## src/rtl/mux2_pair_serializer_if.sv

```systemverilog
// Operand, mux-bank and output-stream signals of mux2_pair_serializer.
// The slave modport is the controller's view; master is the surrounding logic plus bank.
interface mux2_pair_serializer_if #(
  parameter int W = 8
);
  logic         IN_VALID;
  logic         IN_READY;
  logic [W-1:0] A;
  logic [W-1:0] B;
  logic [W-1:0] MUX_A;
  logic [W-1:0] MUX_B;
  logic         S;
  logic [W-1:0] Y;
  logic         OUT_VALID;
  logic         OUT_READY;
  logic [W-1:0] OUT_DATA;
  logic         OUT_LAST;

  modport master (
    output IN_VALID, A, B, Y, OUT_READY,
    input  IN_READY, MUX_A, MUX_B, S, OUT_VALID, OUT_DATA, OUT_LAST
  );

  modport slave (
    input  IN_VALID, A, B, Y, OUT_READY,
    output IN_READY, MUX_A, MUX_B, S, OUT_VALID, OUT_DATA, OUT_LAST
  );
endinterface

```

## src/rtl/mux2_pair_serializer.sv

```systemverilog
// Serializes an A/B pair through an inverting 2:1 mux bank; first word 2 cycles after accept (3 with MUX2_PAIR_SETTLE2_EN).
// Output holds word/last under backpressure; one pair in flight, IN_READY only when idle.
module mux2_pair_serializer #(
  parameter int W = 8
) (
  input logic                 CLK,
  input logic                 R,
  mux2_pair_serializer_if.slave bus
);

  typedef enum logic [2:0] {
    IDLE     = 3'd0,
    SETTLE_A = 3'd1,
    EMIT_A   = 3'd2,
    SETTLE_B = 3'd3,
    EMIT_B   = 3'd4
  } state_t;

  state_t       r_state;
  state_t       w_state_nxt;
  logic [W-1:0] r_mux_a;
  logic [W-1:0] r_mux_b;
  logic [W-1:0] r_out_data;
  logic         r_s;
  logic         w_s_nxt;
  logic         w_accept;
  logic         w_capture;
  logic         w_settle_done;

`ifdef MUX2_PAIR_SETTLE2_EN
  // Second settle cycle is marked by the counter having toggled once.
  logic r_settle_cnt;

  always_ff @(posedge CLK or negedge R) begin
    if (!R) begin
      r_settle_cnt <= 1'b0;
    end else if (r_state == SETTLE_A || r_state == SETTLE_B) begin
      r_settle_cnt <= ~r_settle_cnt;
    end else begin
      r_settle_cnt <= 1'b0;
    end
  end

  assign w_settle_done = r_settle_cnt;
`else
  assign w_settle_done = 1'b1;
`endif

  always_ff @(posedge CLK or negedge R) begin
    if (!R) begin
      r_state <= IDLE;
    end else begin
      r_state <= w_state_nxt;
    end
  end

  always_comb begin
    w_state_nxt = r_state;
    w_s_nxt     = r_s;
    w_accept    = 1'b0;
    w_capture   = 1'b0;
    case (r_state)
      IDLE: begin
        if (bus.IN_VALID) begin
          w_accept    = 1'b1;
          w_s_nxt     = 1'b0;
          w_state_nxt = SETTLE_A;
        end
      end
      SETTLE_A: begin
        if (w_settle_done) begin
          w_capture   = 1'b1;
          w_state_nxt = EMIT_A;
        end
      end
      EMIT_A: begin
        if (bus.OUT_READY) begin
          w_s_nxt     = 1'b1;
          w_state_nxt = SETTLE_B;
        end
      end
      SETTLE_B: begin
        if (w_settle_done) begin
          w_capture   = 1'b1;
          w_state_nxt = EMIT_B;
        end
      end
      EMIT_B: begin
        if (bus.OUT_READY) begin
          w_s_nxt     = 1'b0;
          w_state_nxt = IDLE;
        end
      end
      default: begin
        w_s_nxt     = 1'b0;
        w_state_nxt = IDLE;
      end
    endcase
  end

  // Y arrives inverted from the bank; undo it at capture.
  always_ff @(posedge CLK or negedge R) begin
    if (!R) begin
      r_mux_a    <= '0;
      r_mux_b    <= '0;
      r_s        <= 1'b0;
      r_out_data <= '0;
    end else begin
      r_s <= w_s_nxt;
      if (w_accept) begin
        r_mux_a <= bus.A;
        r_mux_b <= bus.B;
      end
      if (w_capture) begin
        r_out_data <= ~bus.Y;
      end
    end
  end

  assign bus.IN_READY  = (r_state == IDLE);
  assign bus.OUT_VALID = (r_state == EMIT_A) || (r_state == EMIT_B);
  assign bus.OUT_LAST  = (r_state == EMIT_B);
  assign bus.MUX_A     = r_mux_a;
  assign bus.MUX_B     = r_mux_b;
  assign bus.S         = r_s;
  assign bus.OUT_DATA  = r_out_data;

endmodule

```

## src/flat_wrapper.sv

```systemverilog
// flat-port wrapper written by rule: the top's interface ports become plain ports
module mux2_pair_serializer_flat 
#(
  parameter int W = 8
)
  (CLK, R, bus_IN_VALID, bus_A, bus_B, bus_Y, bus_OUT_READY, bus_IN_READY, bus_MUX_A, bus_MUX_B, bus_S, bus_OUT_VALID, bus_OUT_DATA, bus_OUT_LAST);
  mux2_pair_serializer_if #(.W(W)) bus_i ();
  input logic CLK;
  input logic R;
  input wire logic [$bits(bus_i.IN_VALID)-1:0] bus_IN_VALID;
  input wire logic [$bits(bus_i.A)-1:0] bus_A;
  input wire logic [$bits(bus_i.B)-1:0] bus_B;
  input wire logic [$bits(bus_i.Y)-1:0] bus_Y;
  input wire logic [$bits(bus_i.OUT_READY)-1:0] bus_OUT_READY;
  output wire logic [$bits(bus_i.IN_READY)-1:0] bus_IN_READY;
  output wire logic [$bits(bus_i.MUX_A)-1:0] bus_MUX_A;
  output wire logic [$bits(bus_i.MUX_B)-1:0] bus_MUX_B;
  output wire logic [$bits(bus_i.S)-1:0] bus_S;
  output wire logic [$bits(bus_i.OUT_VALID)-1:0] bus_OUT_VALID;
  output wire logic [$bits(bus_i.OUT_DATA)-1:0] bus_OUT_DATA;
  output wire logic [$bits(bus_i.OUT_LAST)-1:0] bus_OUT_LAST;
  assign bus_i.IN_VALID = bus_IN_VALID;
  assign bus_i.A = bus_A;
  assign bus_i.B = bus_B;
  assign bus_i.Y = bus_Y;
  assign bus_i.OUT_READY = bus_OUT_READY;
  assign bus_IN_READY = bus_i.IN_READY;
  assign bus_MUX_A = bus_i.MUX_A;
  assign bus_MUX_B = bus_i.MUX_B;
  assign bus_S = bus_i.S;
  assign bus_OUT_VALID = bus_i.OUT_VALID;
  assign bus_OUT_DATA = bus_i.OUT_DATA;
  assign bus_OUT_LAST = bus_i.OUT_LAST;
  mux2_pair_serializer #(.W(W)) u_core (.CLK(CLK), .R(R), .bus(bus_i));
endmodule
```

## config.mk

```make
export PLATFORM = sky130hd
export DESIGN_NAME = mux2_pair_serializer_flat
export DESIGN_NICKNAME = d
export VERILOG_FILES = /design/src/rtl/mux2_pair_serializer_if.sv /design/src/rtl/mux2_pair_serializer.sv /design/src/flat_wrapper.sv
export SDC_FILE = /design/constraint.sdc
export NUM_CORES = 1
export LEC_CHECK = 0
export CORE_MARGIN = 8
export CORE_UTILIZATION = 28
export CTS_CLUSTER_SIZE = 28
export DETAILED_ROUTE_END_ITERATION = 7
export GPL_TIMING_DRIVEN = 1
export PLACE_DENSITY = 0.6
export SYNTH_ARGS = -nofsm -noshare
export SYNTH_HDL_FRONTEND = slang
export SYNTH_SLANG_ARGS = --single-unit
export TNS_END_PERCENT = 100
```

## constraint.sdc

```tcl
create_clock -name CLK -period 1.65 [get_ports CLK]
set_clock_uncertainty 0.2 [all_clocks]
set_input_delay 0.33 -clock CLK [delete_from_list [all_inputs] [get_ports CLK]]
set_output_delay 0.33 -clock CLK [all_outputs]
set_load 0.01 [all_outputs]
```

---- Word-level counts from Yosys, hierarchy flattened ----
Index checks and enable logic that the tools add are counted.
word-level totals
  output and inout port bits .............. 28
  input bits .............................. 28
  memories kept ........................... 0
  RAM bits ................................ 0
  memory bits (read-only) ................. 0
  logic and storage cells ................. 30
  bits in latches ......................... 0
  bits in registers ....................... 28
operators by class
  bitwise gates (word level) .............. 2
  multiplexer cells ....................... 11
  shift operators ......................... 0
  div/mod/pow operators ................... 0
  $lt $le $gt $ge ......................... 0
  add/sub/neg operators ................... 0
  reduce and logical (&&, ||, !) cells .... 5
  $mul .................................... 0
  equal/unequal tests ..................... 7
operators by type and width
  cell                                                              count
  3-bit case mux with 5 select lines                                1
  3-bit two-way mux                                                 3
  8-bit inverter                                                    1
  3-bit by 2-bit == test with 1-bit output (second input constant)  2
  1-bit two-way mux                                                 6
  2-bit inequality test (second input constant)                     3
  1-bit case mux with 4 select lines                                1
  4-bit AND reduction                                               1
  3-bit by 1-bit == test with 1-bit output (second input constant)  1
  3-bit == test (second input constant)                             1
  3-bit zero test                                                   1
  3-bit AND reduction                                               1
  2-bit OR reduction                                                1
  1-bit logical OR                                                  1
  1-bit inverter                                                    1

---- Logic depth before layout (Yosys ltp) ----
  depth after elaboration ................. 4
  gate-level depth with buffers ........... 6
  gate-level depth less buffers ........... 3

---- Least setup slack after synthesis ----
OpenSTA, ideal clock, no wires.
  kind .................................... register -> register
  from .................................... reg u_core.r_state[1]
  to ...................................... reg u_core.r_mux_a[2] (netlist: u_core.bus.MUX_A[2])
  setup time .............................. 0.125 ns
  setup slack ............................. -0.007 ns
  required time ........................... 1.325 ns
  arrival ................................. 1.332 ns
  cell stages (with the launch flop) ...... 5
  buffers on the path ..................... 1
  clock period less this slack ............ 1.657 ns
  cell sequence ........................... dfrtp_1 > nand2b_4 > nor3_4 > buf_6 > mux2_2
between the ends
  word-level cells in the longest chain between the ends .. 2
RTL lines
  what                    line                         RTL
  from (decl)             mux2_pair_serializer.sv:19   state_t r_state;
  from (signal assigned)  mux2_pair_serializer.sv:53   r_state <= w_state_nxt;
  3-bit zero test         mux2_pair_serializer.sv:62   case (r_state)
  1-bit two-way mux       mux2_pair_serializer.sv:62
  to (signal assigned)    mux2_pair_serializer.sv:111  r_mux_a <= bus.A;
  to (decl)               mux2_pair_serializer.sv:21   logic [W-1:0] r_mux_a;
Every way passes these cells.
A chain may end at the register's enable or synchronous reset.

---- Worst setup path after layout ----
  from .................................... reg u_core.r_state[2]
  to ...................................... out bus_OUT_VALID
between the ends
  word-level cells in the longest chain between the ends .. 2
  elaborated cells between the ends (all ways) .. 3
  those cells by class .................... eq/ne (2); reduce/logical (1)
RTL lines
  what                                                                              line                         RTL
  3-bit by 2-bit == test with 1-bit output / 3-bit == test (equally long branches)  mux2_pair_serializer.sv:121  assign bus.OUT_VALID = (r_state == EMIT_A) || (r_state == EMIT_B);
  1-bit logical OR (*)                                                              mux2_pair_serializer.sv:121
  to (decl)                                                                         flat_wrapper.sv:19           output wire logic [$bits(bus_i.OUT_VALID)-1:0] bus_OUT_VALID;
Every way passes the cells marked *; elsewhere a longest branch is shown, timed or not.

==> metrics.md <==
| Metric | Value |
|---|---|
| Status | finished with violations |
| Failing checks | setup timing |
| Worst-path clk slew | 0.09 ns |
| Top post-synthesis cells by area | dfrtp_1 (63%), mux2_2 (16%), o21ai_0 (3.6%), nand2_1 (3.0%), buf_2 (1.8%) |
| Pins Over Slew Limit | 0 |
| GRT Total Usage | 9.00% |
| Synthesized area | 0.00111 mm^2 |
| Initial Util | 28.3% |
| # diodes | 0 |
| Sum of negative setup slack | -0.989 ns |
| Row count | 23 |
| Final hold violation count | 0 |
| Yosys top cell by area | dfrtp_1 |
| Area share of the largest cell type after synthesis | 63.2% |
| Post-synth top flop | dfrtp_1 |
| Core Area | 0.00391 mm^2 |
| ANT nets after route | 0 |
| Pwr/cell area | 1780 mW/mm^2 |
| Reg area | 702 um^2 |
| Synth Net Count | 111 |
| FMAX | 0.575 GHz |
| Ratio of cells with drive above 1 in the final layout | 25.5% |
| M1 GR Usage | 11.1% |
| Mapped Cells | 83 |
| Yosys warning count | 0 |
| Async S/R FF share, synth | 100% |
| GRT Residual Overflow | 0 |
| VDD IR-drop max | 0.794 mV |
| Crit path max-delay cell type | dfrtp_2 |
| Non-filler instance count after layout | 195 |
| Root buf cell | clkbuf_8 |
| CP max FO | 4 |
| First-pass GRT wire length | 4.55 mm |
| Yosys reg bits | 28 |
| DP Wirelength | 2.25 mm |
| Syn avg cell area | 13.4 um^2 |
| Multi-input gate area | 383 um^2 |
| Critical Path RT | 1.12 ns |
| Die width | 78.9 um |
| Vias in the first global route | 920 |
| CTS Hold Bufs | 0 |
| GRT busiest layer | met2 |
| Sink Count | 28 |
| Antenna violations before repair | 0 |
| TritonCTS Buffers | 3 |
| CP Capture Type | output pin |
| Period minus WS final | 1.74 ns |
| Setup violators final | 17 |
| # DRC | 0 |
| Clock Latency Late Sink | 0.26 ns |
| Setup Fix Bufs, Post-CTS | 0 |
| Fillers | 373 |
| Top cells by instance count after synthesis | dfrtp_1 (28), mux2_2 (16), nand2_1 (9) |
| Max cap viols | 0 |
| Area Growth Syn to Fin | 61.2% |
| Max Root-Sink Buffers | 2 |
| Synth unique cells | 18 |
| Kind of critical path | reg2out |
| CTS tree | yes |
| Ports | 56 |
| Final wirelength | 2.78 mm |
| Final period util | 105% |
| Worst hold slack | 0.241 ns |
| Crit path DAT | 1.21 ns |
| Dominant cell by count in the synthesized netlist | dfrtp_1 |
| Setup ws final | -0.0897 ns |
| Largest net degree at the start of global routing | 29 |
| Crit-path cells | or2b_1 > a21oi_2 > buf_2 |
| Wire length per cell | 14.3 um |
| Max incr delay on CP | 0.45 ns |
| Initial DRC count | 19 |
| Setup crit start kind | register |
| Htree depth | 1 |
| Met2 Use GR | 14.5% |
| Vias | 849 |
| DR pass1 iterations | 4 |
| Leak Pwr | 0.809 nW |
| Vias per Instance | 4.35 |
| Post-synth EDFFs | 0 |
| Chip height | 78.9 um |
| Min-Delay Path Class | in2async |
| RSZ-0062 raised after global routing | true |
| Max transition margin | 76.2% |
| Layout net count | 174 |
| IO buf count | 55 |
| Sequential cell area fraction in the yosys report | 63.2% |
| GPL Wtd Cong | 0.701 |
| Measured slew at the worst slew-check pin | 0.357 ns |
| Met3 Usage GRT | 3.05% |
| Placed Cells | 191 |
| Die area | 0.00623 mm^2 |
## final timing paths
path | startpoint | to | slack (ns) | cells after the start
min in group CLK | u_core.bus.OUT_DATA[1]$_DFFE_PN0P_ | u_core.bus.OUT_DATA[1]$_DFFE_PN0P_ | 0.28 | 2
hold / removal | R | u_core.bus.MUX_B[4]$_DFFE_PN0P_ | 0.24 | 2
setup reg to reg | u_core.r_state[1]$_DFFE_PN0P_ | u_core.bus.MUX_B[2]$_DFFE_PN0P_ | -0.06 | 5
setup / recovery | u_core.r_state[2]$_DFFE_PN0P_ | bus_OUT_VALID | -0.09 | 3
hold reg to reg | u_core.bus.OUT_DATA[1]$_DFFE_PN0P_ | u_core.bus.OUT_DATA[1]$_DFFE_PN0P_ | 0.28 | 2
max in group asynchronous | R | u_core.r_state[2]$_DFFE_PN0P_ | 0.72 | 2
## timing repair
item                       in CTS  in global routing
setup endpoints to repair      44                 28
pin swaps                       1                  1
resized for setup              37                  5
## layout make-up
cell class	instances	share of cell area, %
clock buffer	4	3.08
inverter	2	0.420
multi-input combinational	48	21.4
sequential	28	39.3
tap	50	3.50
timing repair buffer	63	32.3
## where the power goes
group	internal, mW	switching [mW]	leakage (nW)
logic	0.854	0.702	0.444
clock network	0.213	0.196	0.0288
registers	1.03	0.182	0.336
total	2.10	1.08	0.809
## cell usage in the layout (no fill, tap or decap)
cell type and n:
buf_2 3, o32ai_1 2, or2b_1 1, nor3_1 1
mux2_2 16, clkbuf_8 4, clkdlybuf4s50_1 27, inv_1 2
nand2b_2 1, dfrtp_2 1, a21oi_2 1, buf_12 1
xnor2_1 1, nand2_1 9, dfrtp_1 27, o21ai_0 8
o32a_1 1, dlygate4sd2_1 25, buf_4 7, nor2_1 3
nor3_4 1, a211oi_1 1, nand2b_4 2
## metrics by stage
stage / worst slack (ns) / utilization, % / instance area [um^2] / power (mW)
3_5_place_dp: -0.262 / 45.0 / 1760 / 3.06
2_1_floorplan: -0.00675 / - / 1110 / 2.04
5_1_grt: -0.134 / 45.7 / 1790 / 3.43
3_3_place_gp: -0.231 / 45.0 / 1760 / 3.00
4_1_cts: -0.0933 / 45.4 / 1780 / 3.21
6_report: -0.0897 / 45.7 / 1790 / 3.18
## per-layer routing
layer / share of wire, % / wire, um / up-vias
met3: 8.6 / 239 / 2
met4: 0.32 / 9 / 0
li1: - / - / 408
met2: 47 / 1320 / 38
met1: 44 / 1220 / 401
met5: 0 / 0 / -
## flip-flops by register name, summed over array words and instances (netlist names)
register / flops
u_core.bus.MUX_A: 8
u_core.bus.MUX_B: 8
u_core.bus.OUT_DATA: 8
u_core.bus.S: 1
u_core.r_state: 3
## kinds of logic after synthesis
group           count (synthesis)  synth area share (%)
mux                            16                  16.3
buf+inv                         7                  3.50
simple gates                   18                  9.03
flops                          28                  63.2
xor+xnor                        1                 0.790
compound gates                 13                  7.22
## worst max-delay path, delay by kind of cell, from the launching register on
| kind | cells | cell delay, ns |
|---|---|---|
| flops | 1 | 0.45 |
| simple gates | 1 | 0.24 |
| buf+inv | 1 | 0.14 |
| compound gates | 1 | 0.12 |
(Power assumes the default switching activity.)
